<file path="config.mk">
export PLATFORM = sky130hd
export DESIGN_NAME = seq_divider_flat
export DESIGN_NICKNAME = d
export VERILOG_FILES = /design/src/rtl/seq_divider_if.sv /design/src/rtl/seq_divider.sv /design/src/flat_wrapper.sv
export SDC_FILE = /design/constraint.sdc
export NUM_CORES = 1
export LEC_CHECK = 0
export ABC_AREA = 1
export CAP_MARGIN = 30
export CORE_UTILIZATION = 30
export DETAILED_ROUTE_END_ITERATION = 8
export SLEW_MARGIN = 20
export SYNTH_ARGS = -nofsm -noshare
export SYNTH_HDL_FRONTEND = slang
export SYNTH_SLANG_ARGS = --single-unit
</file>
<file path="constraint.sdc">
create_clock -name clk -period 5.4 [get_ports clk]
set_clock_uncertainty 0.1 [all_clocks]
set_input_delay 0.54 -clock clk [delete_from_list [all_inputs] [get_ports clk]]
set_output_delay 0.54 -clock clk [all_outputs]
set_load 0.05 [all_outputs]
</file>
<file path="src/rtl/seq_divider_if.sv">
// Handshake and result bundle between a requester and seq_divider.
// Requester holds the master modport; the divider holds the slave modport.
interface seq_divider_if #(
    parameter int WIDTH = 32
);
    logic                 start;
    logic [WIDTH-1:0]     dividend;
    logic [WIDTH-1:0]     divisor;
    logic                 busy;
    logic                 done;
    logic [2*WIDTH-1:0]   z_out;
    logic                 div_zero;

    modport master (
        output start, dividend, divisor,
        input  busy, done, z_out, div_zero
    );

    modport slave (
        input  start, dividend, divisor,
        output busy, done, z_out, div_zero
    );
endinterface

</file>
<file path="src/rtl/seq_divider.sv">
// Multi-cycle signed restoring divider, result {remainder, quotient} in ALU Z layout.
// Optional early exit on a zero divisor: define DIV_ZERO_DETECT_EN.
module seq_divider #(
    parameter int WIDTH = 32
) (
    input  logic          clk,
    input  logic          clr,
    seq_divider_if.slave  dif
);
    localparam int CW = $clog2(WIDTH) + 1;

    localparam logic [1:0] S_IDLE = 2'd0;
    localparam logic [1:0] S_RUN  = 2'd1;
    localparam logic [1:0] S_FIX  = 2'd2;

    logic [1:0]         state_q, state_d;
    logic [WIDTH-1:0]   rem_q, rem_d;
    logic [WIDTH-1:0]   quo_q, quo_d;
    logic [WIDTH-1:0]   absb_q, absb_d;
    logic               asign_q, asign_d;
    logic               qsign_q, qsign_d;
    logic [CW-1:0]      cnt_q, cnt_d;
    logic               done_q, done_d;
    logic [2*WIDTH-1:0] z_q, z_d;
`ifdef DIV_ZERO_DETECT_EN
    logic               dz_q, dz_d;
    logic               zdiv_q, zdiv_d;
`endif

    logic [WIDTH-1:0]   abs_a, abs_b, quo_fix, rem_fix;
    logic [WIDTH:0]     rem_sh;

    always_comb begin
        state_d = state_q;
        rem_d   = rem_q;
        quo_d   = quo_q;
        absb_d  = absb_q;
        asign_d = asign_q;
        qsign_d = qsign_q;
        cnt_d   = cnt_q;
        done_d  = 1'b0;
        z_d     = z_q;
`ifdef DIV_ZERO_DETECT_EN
        dz_d    = dz_q;
        zdiv_d  = zdiv_q;
`endif
        abs_a   = dif.dividend[WIDTH-1] ? -dif.dividend : dif.dividend;
        abs_b   = dif.divisor[WIDTH-1]  ? -dif.divisor  : dif.divisor;
        // quo_q doubles as the dividend shift register; its MSB feeds the remainder
        rem_sh  = {rem_q, quo_q[WIDTH-1]};
        quo_fix = qsign_q ? -quo_q : quo_q;
        rem_fix = asign_q ? -rem_q : rem_q;

        case (state_q)
            S_IDLE: begin
                if (dif.start) begin
                    quo_d   = abs_a;
                    absb_d  = abs_b;
                    asign_d = dif.dividend[WIDTH-1];
                    qsign_d = dif.dividend[WIDTH-1] ^ dif.divisor[WIDTH-1];
                    rem_d   = '0;
                    cnt_d   = CW'(WIDTH);
                    state_d = S_RUN;
`ifdef DIV_ZERO_DETECT_EN
                    dz_d    = 1'b0;
                    zdiv_d  = (dif.divisor == '0);
                    if (dif.divisor == '0) state_d = S_FIX;
`endif
                end
            end
            S_RUN: begin
                if (rem_sh >= {1'b0, absb_q}) begin
                    rem_d = rem_sh[WIDTH-1:0] - absb_q;
                    quo_d = {quo_q[WIDTH-2:0], 1'b1};
                end else begin
                    rem_d = rem_sh[WIDTH-1:0];
                    quo_d = {quo_q[WIDTH-2:0], 1'b0};
                end
                cnt_d = cnt_q - CW'(1);
                if (cnt_q == CW'(1)) state_d = S_FIX;
            end
            S_FIX: begin
                done_d  = 1'b1;
                state_d = S_IDLE;
                z_d     = {rem_fix, quo_fix};
`ifdef DIV_ZERO_DETECT_EN
                // quo_q still holds |A| because RUN was skipped
                if (zdiv_q) begin
                    z_d  = {(asign_q ? -quo_q : quo_q), {WIDTH{1'b1}}};
                    dz_d = 1'b1;
                end
`endif
            end
            default: state_d = S_IDLE;
        endcase
    end

    always_ff @(posedge clk or posedge clr) begin
        if (clr) begin
            state_q <= S_IDLE;
            rem_q   <= '0;
            quo_q   <= '0;
            absb_q  <= '0;
            asign_q <= 1'b0;
            qsign_q <= 1'b0;
            cnt_q   <= '0;
            done_q  <= 1'b0;
            z_q     <= '0;
`ifdef DIV_ZERO_DETECT_EN
            dz_q    <= 1'b0;
            zdiv_q  <= 1'b0;
`endif
        end else begin
            state_q <= state_d;
            rem_q   <= rem_d;
            quo_q   <= quo_d;
            absb_q  <= absb_d;
            asign_q <= asign_d;
            qsign_q <= qsign_d;
            cnt_q   <= cnt_d;
            done_q  <= done_d;
            z_q     <= z_d;
`ifdef DIV_ZERO_DETECT_EN
            dz_q    <= dz_d;
            zdiv_q  <= zdiv_d;
`endif
        end
    end

    assign dif.busy  = (state_q != S_IDLE);
    assign dif.done  = done_q;
    assign dif.z_out = z_q;
`ifdef DIV_ZERO_DETECT_EN
    assign dif.div_zero = dz_q;
`else
    assign dif.div_zero = 1'b0;
`endif
endmodule

</file>
<file path="src/flat_wrapper.sv">
// flat-port wrapper written by rule: the top's interface ports become plain ports
module seq_divider_flat 
#(
    parameter int WIDTH = 32
)
  (clk, clr, dif_start, dif_dividend, dif_divisor, dif_busy, dif_done, dif_z_out, dif_div_zero);
  seq_divider_if #(.WIDTH(WIDTH)) dif_i ();
  input  logic clk;
  input  logic clr;
  input wire logic [$bits(dif_i.start)-1:0] dif_start;
  input wire logic [$bits(dif_i.dividend)-1:0] dif_dividend;
  input wire logic [$bits(dif_i.divisor)-1:0] dif_divisor;
  output wire logic [$bits(dif_i.busy)-1:0] dif_busy;
  output wire logic [$bits(dif_i.done)-1:0] dif_done;
  output wire logic [$bits(dif_i.z_out)-1:0] dif_z_out;
  output wire logic [$bits(dif_i.div_zero)-1:0] dif_div_zero;
  assign dif_i.start = dif_start;
  assign dif_i.dividend = dif_dividend;
  assign dif_i.divisor = dif_divisor;
  assign dif_busy = dif_i.busy;
  assign dif_done = dif_i.done;
  assign dif_z_out = dif_i.z_out;
  assign dif_div_zero = dif_i.div_zero;
  seq_divider #(.WIDTH(WIDTH)) u_core (.clk(clk), .clr(clr), .dif(dif_i));
endmodule
</file>
After elaboration in Yosys (flattened, before gate mapping)
Index checks and enable logic that the tools add are counted.
{ "word_totals": {"register_bits": 171, "output_inout_bits": 67, "wordCells": 44, "input_bits": 67} }
{ "classes": {"reduce_logical": 6, "bitwise": 1, "eq_ne": 5, "n_lt_le_gt_ge": 1, "mux": 16, "n_addsub": 6} }
{ "ops": {"columns": ["op", "n"], "rows": [
  ["2-to-1 mux 32 bit", 7],
  ["negator 32 bit", 4],
  ["one-hot mux 32 bit (2 select lines)", 2],
  ["greater-or-equal comparator 33 x 32 -> 1 bit", 1],
  ["subtractor 32 bit", 1],
  ["one-hot mux 6 bit (2 select lines)", 1],
  ["equality test 6 x 1 -> 1 bit, second input constant", 1],
  ["2-to-1 mux 6 bit", 1],
  ["AND reduction 2 bit", 3],
  ["subtractor 6 x 1 -> 6 bit, second input constant", 1],
  ["2-to-1 mux 2 bit", 2],
  ["one-hot mux 2 bit (2 select lines)", 1],
  ["nonzero test 2 bit", 2],
  ["equality test 2 x 1 -> 1 bit, second input constant", 1],
  ["equality test 2 bit, second input constant", 1],
  ["logical NOT 2 bit", 1],
  ["2-to-1 mux 1 bit", 2],
  ["!= test 2 x 1 -> 1 bit, second input constant", 1],
  ["!= test 2 bit, second input constant", 1],
  ["XOR 1 bit", 1]
]} }

Depth between registers and ports, before layout
{ "depth": {"ltp_word": 4, "mapped_depth": 16, "mapped_depth_nobuf": 16} }

Least setup slack after synthesis
OpenSTA, ideal clock, no wires.
{ "synth_path": {"kind": "register -> register", "from": "register u_core.rem_q[18]", "to": "register u_core.rem_q[15]", "n_path_buf": 1, "period_less_slack_ns": 2.077, "setup_ns": 0.117, "arrival_ns": 1.860, "stages_incl_launch_ff": 15, "required_time_ns": 5.183, "path_slack_ns": 3.323, "path_cell_list": "dfrtp_1 > ha_1 > nand2_2 > inv_1 > nand2_1 > nand2_1 > nand2_1 > nand2_1 > nand2_1 > nand2_1 > nor2_4 > buf_4 > nand3_1 > nand3_1 > nand2_1"} }
{ "synth_via": {"elab_chain_cells": 3} }
{ "synth_rtl": {"columns": ["item", "line_no", "text"], "rows": [
  ["start, declared", "seq_divider.sv:17", "logic [WIDTH-1:0] rem_q, rem_d;"],
  ["start signal, assigned", "seq_divider.sv:115", "rem_q <= rem_d;"],
  ["greater-or-equal comparator 33 x 32 -> 1 bit", "seq_divider.sv:72", "if (rem_sh >= {1'b0, absb_q}) begin"],
  ["2-to-1 mux 32 bit", "seq_divider.sv:72", null],
  ["one-hot mux 32 bit (2 select lines)", "seq_divider.sv:54", "case (state_q)"]
]} }
Every way passes these cells.
A chain may end at the register's enable or synchronous reset.

Final worst setup path
{ "layout_path": {"from": "register u_core.rem_q[18]", "to": "register u_core.quo_q[0]"} }
{ "layout_via": {"elab_chain_cells": 3} }
{ "layout_rtl": {"columns": ["item", "line_no", "text"], "rows": [
  ["greater-or-equal comparator 33 x 32 -> 1 bit", "seq_divider.sv:72", null],
  ["2-to-1 mux 1 bit", "seq_divider.sv:72", null],
  ["one-hot mux 32 bit (2 select lines)", "seq_divider.sv:54", null],
  ["end signal, assigned", "seq_divider.sv:116", "quo_q <= quo_d;"],
  ["end, declared", "seq_divider.sv:18", "logic [WIDTH-1:0] quo_q, quo_d;"]
]} }
Every way passes these cells.

==> impl_metrics.xml <==
<?xml version="1.0" encoding="UTF-8"?>
<metrics>
  <group name="clock_tree">
    <metric name="worst_skew_pair.late_latency" unit="ns">0.46</metric>
    <metric name="numClockSinks" unit="">171</metric>
    <metric name="postCtsSetupRepairBufs" unit="">0</metric>
    <metric name="cts_buffers" unit="">17</metric>
    <metric name="cts_tree" unit="">done</metric>
    <metric name="post_cts_resized" unit="">0</metric>
    <metric name="htree_num_levels" unit="">4</metric>
    <metric name="clkTransAtPathRegs" unit="ns">0.06</metric>
    <metric name="clock_tree.buffer_depth" unit="">2</metric>
    <metric name="post_cts_hold_buffer_count" unit="">0</metric>
    <metric name="clock_tree.root_cell" unit="">clkbuf_16</metric>
  </group>
  <group name="floorplanning">
    <metric name="die-width" unit="um">209</metric>
    <metric name="boundaryPins" unit="">134</metric>
    <metric name="initial_core_util" unit="%">30.5</metric>
    <metric name="coreArea" unit="sq um">42000</metric>
    <metric name="die_y" unit="um">209</metric>
    <metric name="design.die.area" unit="sq um">43600</metric>
    <metric name="core.rowCount" unit="">75</metric>
  </group>
  <group name="place">
    <metric name="placedCellCount" unit="">2563</metric>
    <metric name="globalplace.congestion" unit="">0.923</metric>
    <metric name="dp_hpwl" unit="mm">30.6</metric>
    <metric name="place.port_buffers" unit="">132</metric>
    <metric name="place_area" unit="sq um">14600</metric>
  </group>
  <group name="worst_setup_path">
    <metric name="worstSetupStartpointType" unit="">flop</metric>
    <metric name="worstPathRequired" unit="ns">5.61</metric>
    <metric name="critPathCaptureType" unit="">flop</metric>
    <metric name="cp.arrival" unit="ns">3.21</metric>
    <metric name="timing_worst_setup_path_type" unit="">flop to flop</metric>
    <metric name="worstPathMaxFanout" unit="">33</metric>
  </group>
  <group name="synthesis">
    <metric name="synthAdderAreaFrac" unit="%">3.86</metric>
    <metric name="ys_warn_count" unit="">0</metric>
    <metric name="yosys-mux-area-fraction" unit="%">0.0780</metric>
    <metric name="synthXorXnorAreaFrac" unit="%">5.53</metric>
    <metric name="postSynthCellCount" unit="">1946</metric>
    <metric name="synthArstFlopShare" unit="%">100</metric>
    <metric name="synth_compound_area_share" unit="%">10.3</metric>
    <metric name="synth-edff-count" unit="">0</metric>
    <metric name="ys_seq_elements" unit="">171</metric>
    <metric name="synth.top_cell.area_share" unit="%">33.3</metric>
    <metric name="syn_avg_cell_area" unit="sq um">6.60</metric>
    <metric name="synthFlopType" unit="">dfrtp_1</metric>
    <metric name="synth_top_family_by_area" unit="">simple AND/OR/NAND/NOR gates</metric>
    <metric name="post_synth_and_or_nand_nor_area_fraction" unit="%">36.5</metric>
    <metric name="syn_area" unit="sq um">12800</metric>
    <metric name="ys_seq_area_share" unit="%">33.3</metric>
    <metric name="synth_top_cells_by_area" unit="">dfrtp_1 33%, nand2_1 18%, inv_1 7.7%, nand3_1 7.7%, nor2_1 5.2%</metric>
    <metric name="synth_top_area_cell" unit="">dfrtp_1</metric>
    <metric name="mappedNetlistNets" unit="">2052</metric>
    <metric name="yosys.cell_types.count" unit="">48</metric>
  </group>
  <group name="final_layout">
    <metric name="mostFrequentLayoutCell" unit="">nand2_1</metric>
    <metric name="final_core_util" unit="%">36.3</metric>
    <metric name="fillerInstances" unit="">4483</metric>
    <metric name="antenna_diodes" unit="">0</metric>
    <metric name="area_of_the_multi_input_gates" unit="sq um">7230</metric>
    <metric name="layout-area-overhead-vs-synth" unit="%">18.9</metric>
    <metric name="layout_common_cells" unit="">603 x nand2_1, 264 x inv_1, 198 x nand3_1, 177 x nor2_1, 171 x dfrtp_1</metric>
    <metric name="final_nets" unit="">2151</metric>
    <metric name="seqCellArea" unit="sq um">4280</metric>
    <metric name="drive_above_1_share" unit="%">4.67</metric>
    <metric name="postLayoutCellArea" unit="sq um">15300</metric>
    <metric name="final_cells" unit="">2596</metric>
  </group>
  <group name="global_route">
    <metric name="global_route.usage.total" unit="%">18.1</metric>
    <metric name="number_of_global_route_vias_before_repair" unit="">11600</metric>
    <metric name="largest_net_degree_at_the_start_of_global_routing" unit="">100</metric>
    <metric name="number_of_antenna_violations_at_the_first_check_in_global_routing" unit="">0</metric>
    <metric name="grt_first_pass_wirelength" unit="mm">62.9</metric>
    <metric name="grt-ovfl-total" unit="">0</metric>
  </group>
  <group name="drt">
    <metric name="drt.antenna.violating_nets" unit="">0</metric>
    <metric name="routed-via-count" unit="">12400</metric>
    <metric name="drt_iter0_markers" unit="">901</metric>
    <metric name="drc" unit="">0</metric>
    <metric name="avgRoutedWirePerCell" unit="um">15.0</metric>
    <metric name="detail_route.first_pass.iterations" unit="">5</metric>
    <metric name="routed_via_density" unit="">4.77</metric>
    <metric name="routed_wirelength" unit="mm">39.0</metric>
  </group>
  <group name="sta">
    <metric name="rsz_0062_raised_after_global_routing" unit="">false</metric>
    <metric name="final_max_slew_viol_count" unit="">0</metric>
    <metric name="final_hold_violations" unit="">0</metric>
    <metric name="final-setup-viol-count" unit="">0</metric>
    <metric name="relSlewSlack" unit="%">43.9</metric>
    <metric name="setup_tns_final" unit="ns">0</metric>
    <metric name="max_freq" unit="GHz">0.334</metric>
    <metric name="timing.final.crit_share" unit="%">55.5</metric>
    <metric name="worst_pin_slew" unit="ns">0.842</metric>
    <metric name="min_clock_period_post_route" unit="ns">3.00</metric>
  </group>
  <group name="min_path">
    <metric name="timing.hold.worst.class" unit="">primary input to asynchronous set/reset pin</metric>
  </group>
  <group name="job">
    <metric name="timing.max_cap.violations" unit="">0</metric>
  </group>
  <group name="pwr">
    <metric name="p_per_area" unit="nW/um^2">182</metric>
    <metric name="static-leakage-power" unit="nW">7.55</metric>
    <metric name="ir_worst_vdd" unit="V">0.000239</metric>
  </group>
  <group name="status">
    <metric name="outcome" unit="">finished clean</metric>
  </group>
</metrics>
==> per-stage QoR <==
step           setup WS [ns]  power, mW  hold WS (ns)
6_report                2.40       2.77         0.378
5_1_grt                 2.11       2.85         0.404
4_1_cts                 2.37       2.79         0.382
3_5_place_dp            2.06       1.49         0.365
3_3_place_gp            2.08       1.49         0.363
2_1_floorplan          0.128       1.40         0.340
==> cell type report <==
cell class / instances / share of cell area (%)
clock inverter: 10 / 0.918
sequential: 171 / 28.0
tap: 539 / 4.42
multi-input combinational: 1442 / 47.4
inverter: 270 / 6.67
timing repair buffer: 143 / 9.54
clock buffer: 21 / 3.02
==> critical path: stages, from the launching register on <==
cell	delay, ns
dfrtp_1	0.51
ha_1	0.44
nand2_2	0.13
inv_1	0.05
nand2_1	0.06
nand2_1	0.06
nand2_1	0.06
nand2_1	0.07
nand2_1	0.06
nand2_1	0.08
nor2_4	0.67
nand2_8	0.27
nand2_1	0.18
o211ai_1	0.10
==> state kept, by name, summed over array words and instances (netlist names) <==
name	cells
u_core.quo_q	32
u_core.state_q	2
u_core.dif.z_out	64
u_core.dif.done	1
u_core.cnt_q	6
u_core.rem_q	32
u_core.absb_q	32
u_core.qsign_q	1
u_core.asign_q	1
==> cell families (layout without fill, tap and decap cells) <==
kind of cell    count (synthesis)  in the layout
buf+inv                       333            444
flops                         171            171
compound gates                231            231
fa+ha+maj                      39             39
simple gates                 1089           1089
mux                             1              1
xor+xnor                       81             81
other cells                     1              1
==> Yosys cell counts (all sizes together) (9+ instances only) <==
library cell and count:
xnor2 21, a31oi 19, inv 269, o21ai 108, clkbuf 36, a21oi 48
nand3 202, nand4 21, nand3b 9, a22oi 27, buf 27, xor2 60
ha 38, dfrtp 171, nor2 188, nor3 29, nand2 625
==> routing by layer <==
metal	track usage, %	part of all wire [%]
met5	0	0
met4	5.07	1.7
met3	2.89	5.4
met2	26.2	41
met1	27.5	52
==> where the power goes <==
| part | leakage (nW) | switching, mW | internal, mW | total, mW |
|---|---|---|---|---|
| clock network | 0.298 | 0.555 | 0.752 | 1.31 |
| logic | 5.09 | 0.107 | 0.0764 | 0.184 |
| registers | 2.16 | 0 | 1.28 | 1.28 |
==> worst paths after layout <==
kind | depth (start not counted) | slack (ns) | from | to
max in group asynchronous | 4 | 3.64 | clr | u_core.absb_q[12]
hold / removal | 2 | 0.38 | clr | u_core.dif.done
setup reg to reg | 13 | 2.40 | u_core.rem_q[18] | u_core.quo_q[0]
setup / recovery | 13 | 2.40 | u_core.rem_q[18] | u_core.quo_q[0]
hold reg to reg | 2 | 0.38 | u_core.dif.z_out[62] | u_core.dif.z_out[62]
min in group clk | 2 | 0.38 | u_core.dif.z_out[62] | u_core.dif.z_out[62]
Power figures use the tool's default switching activity.
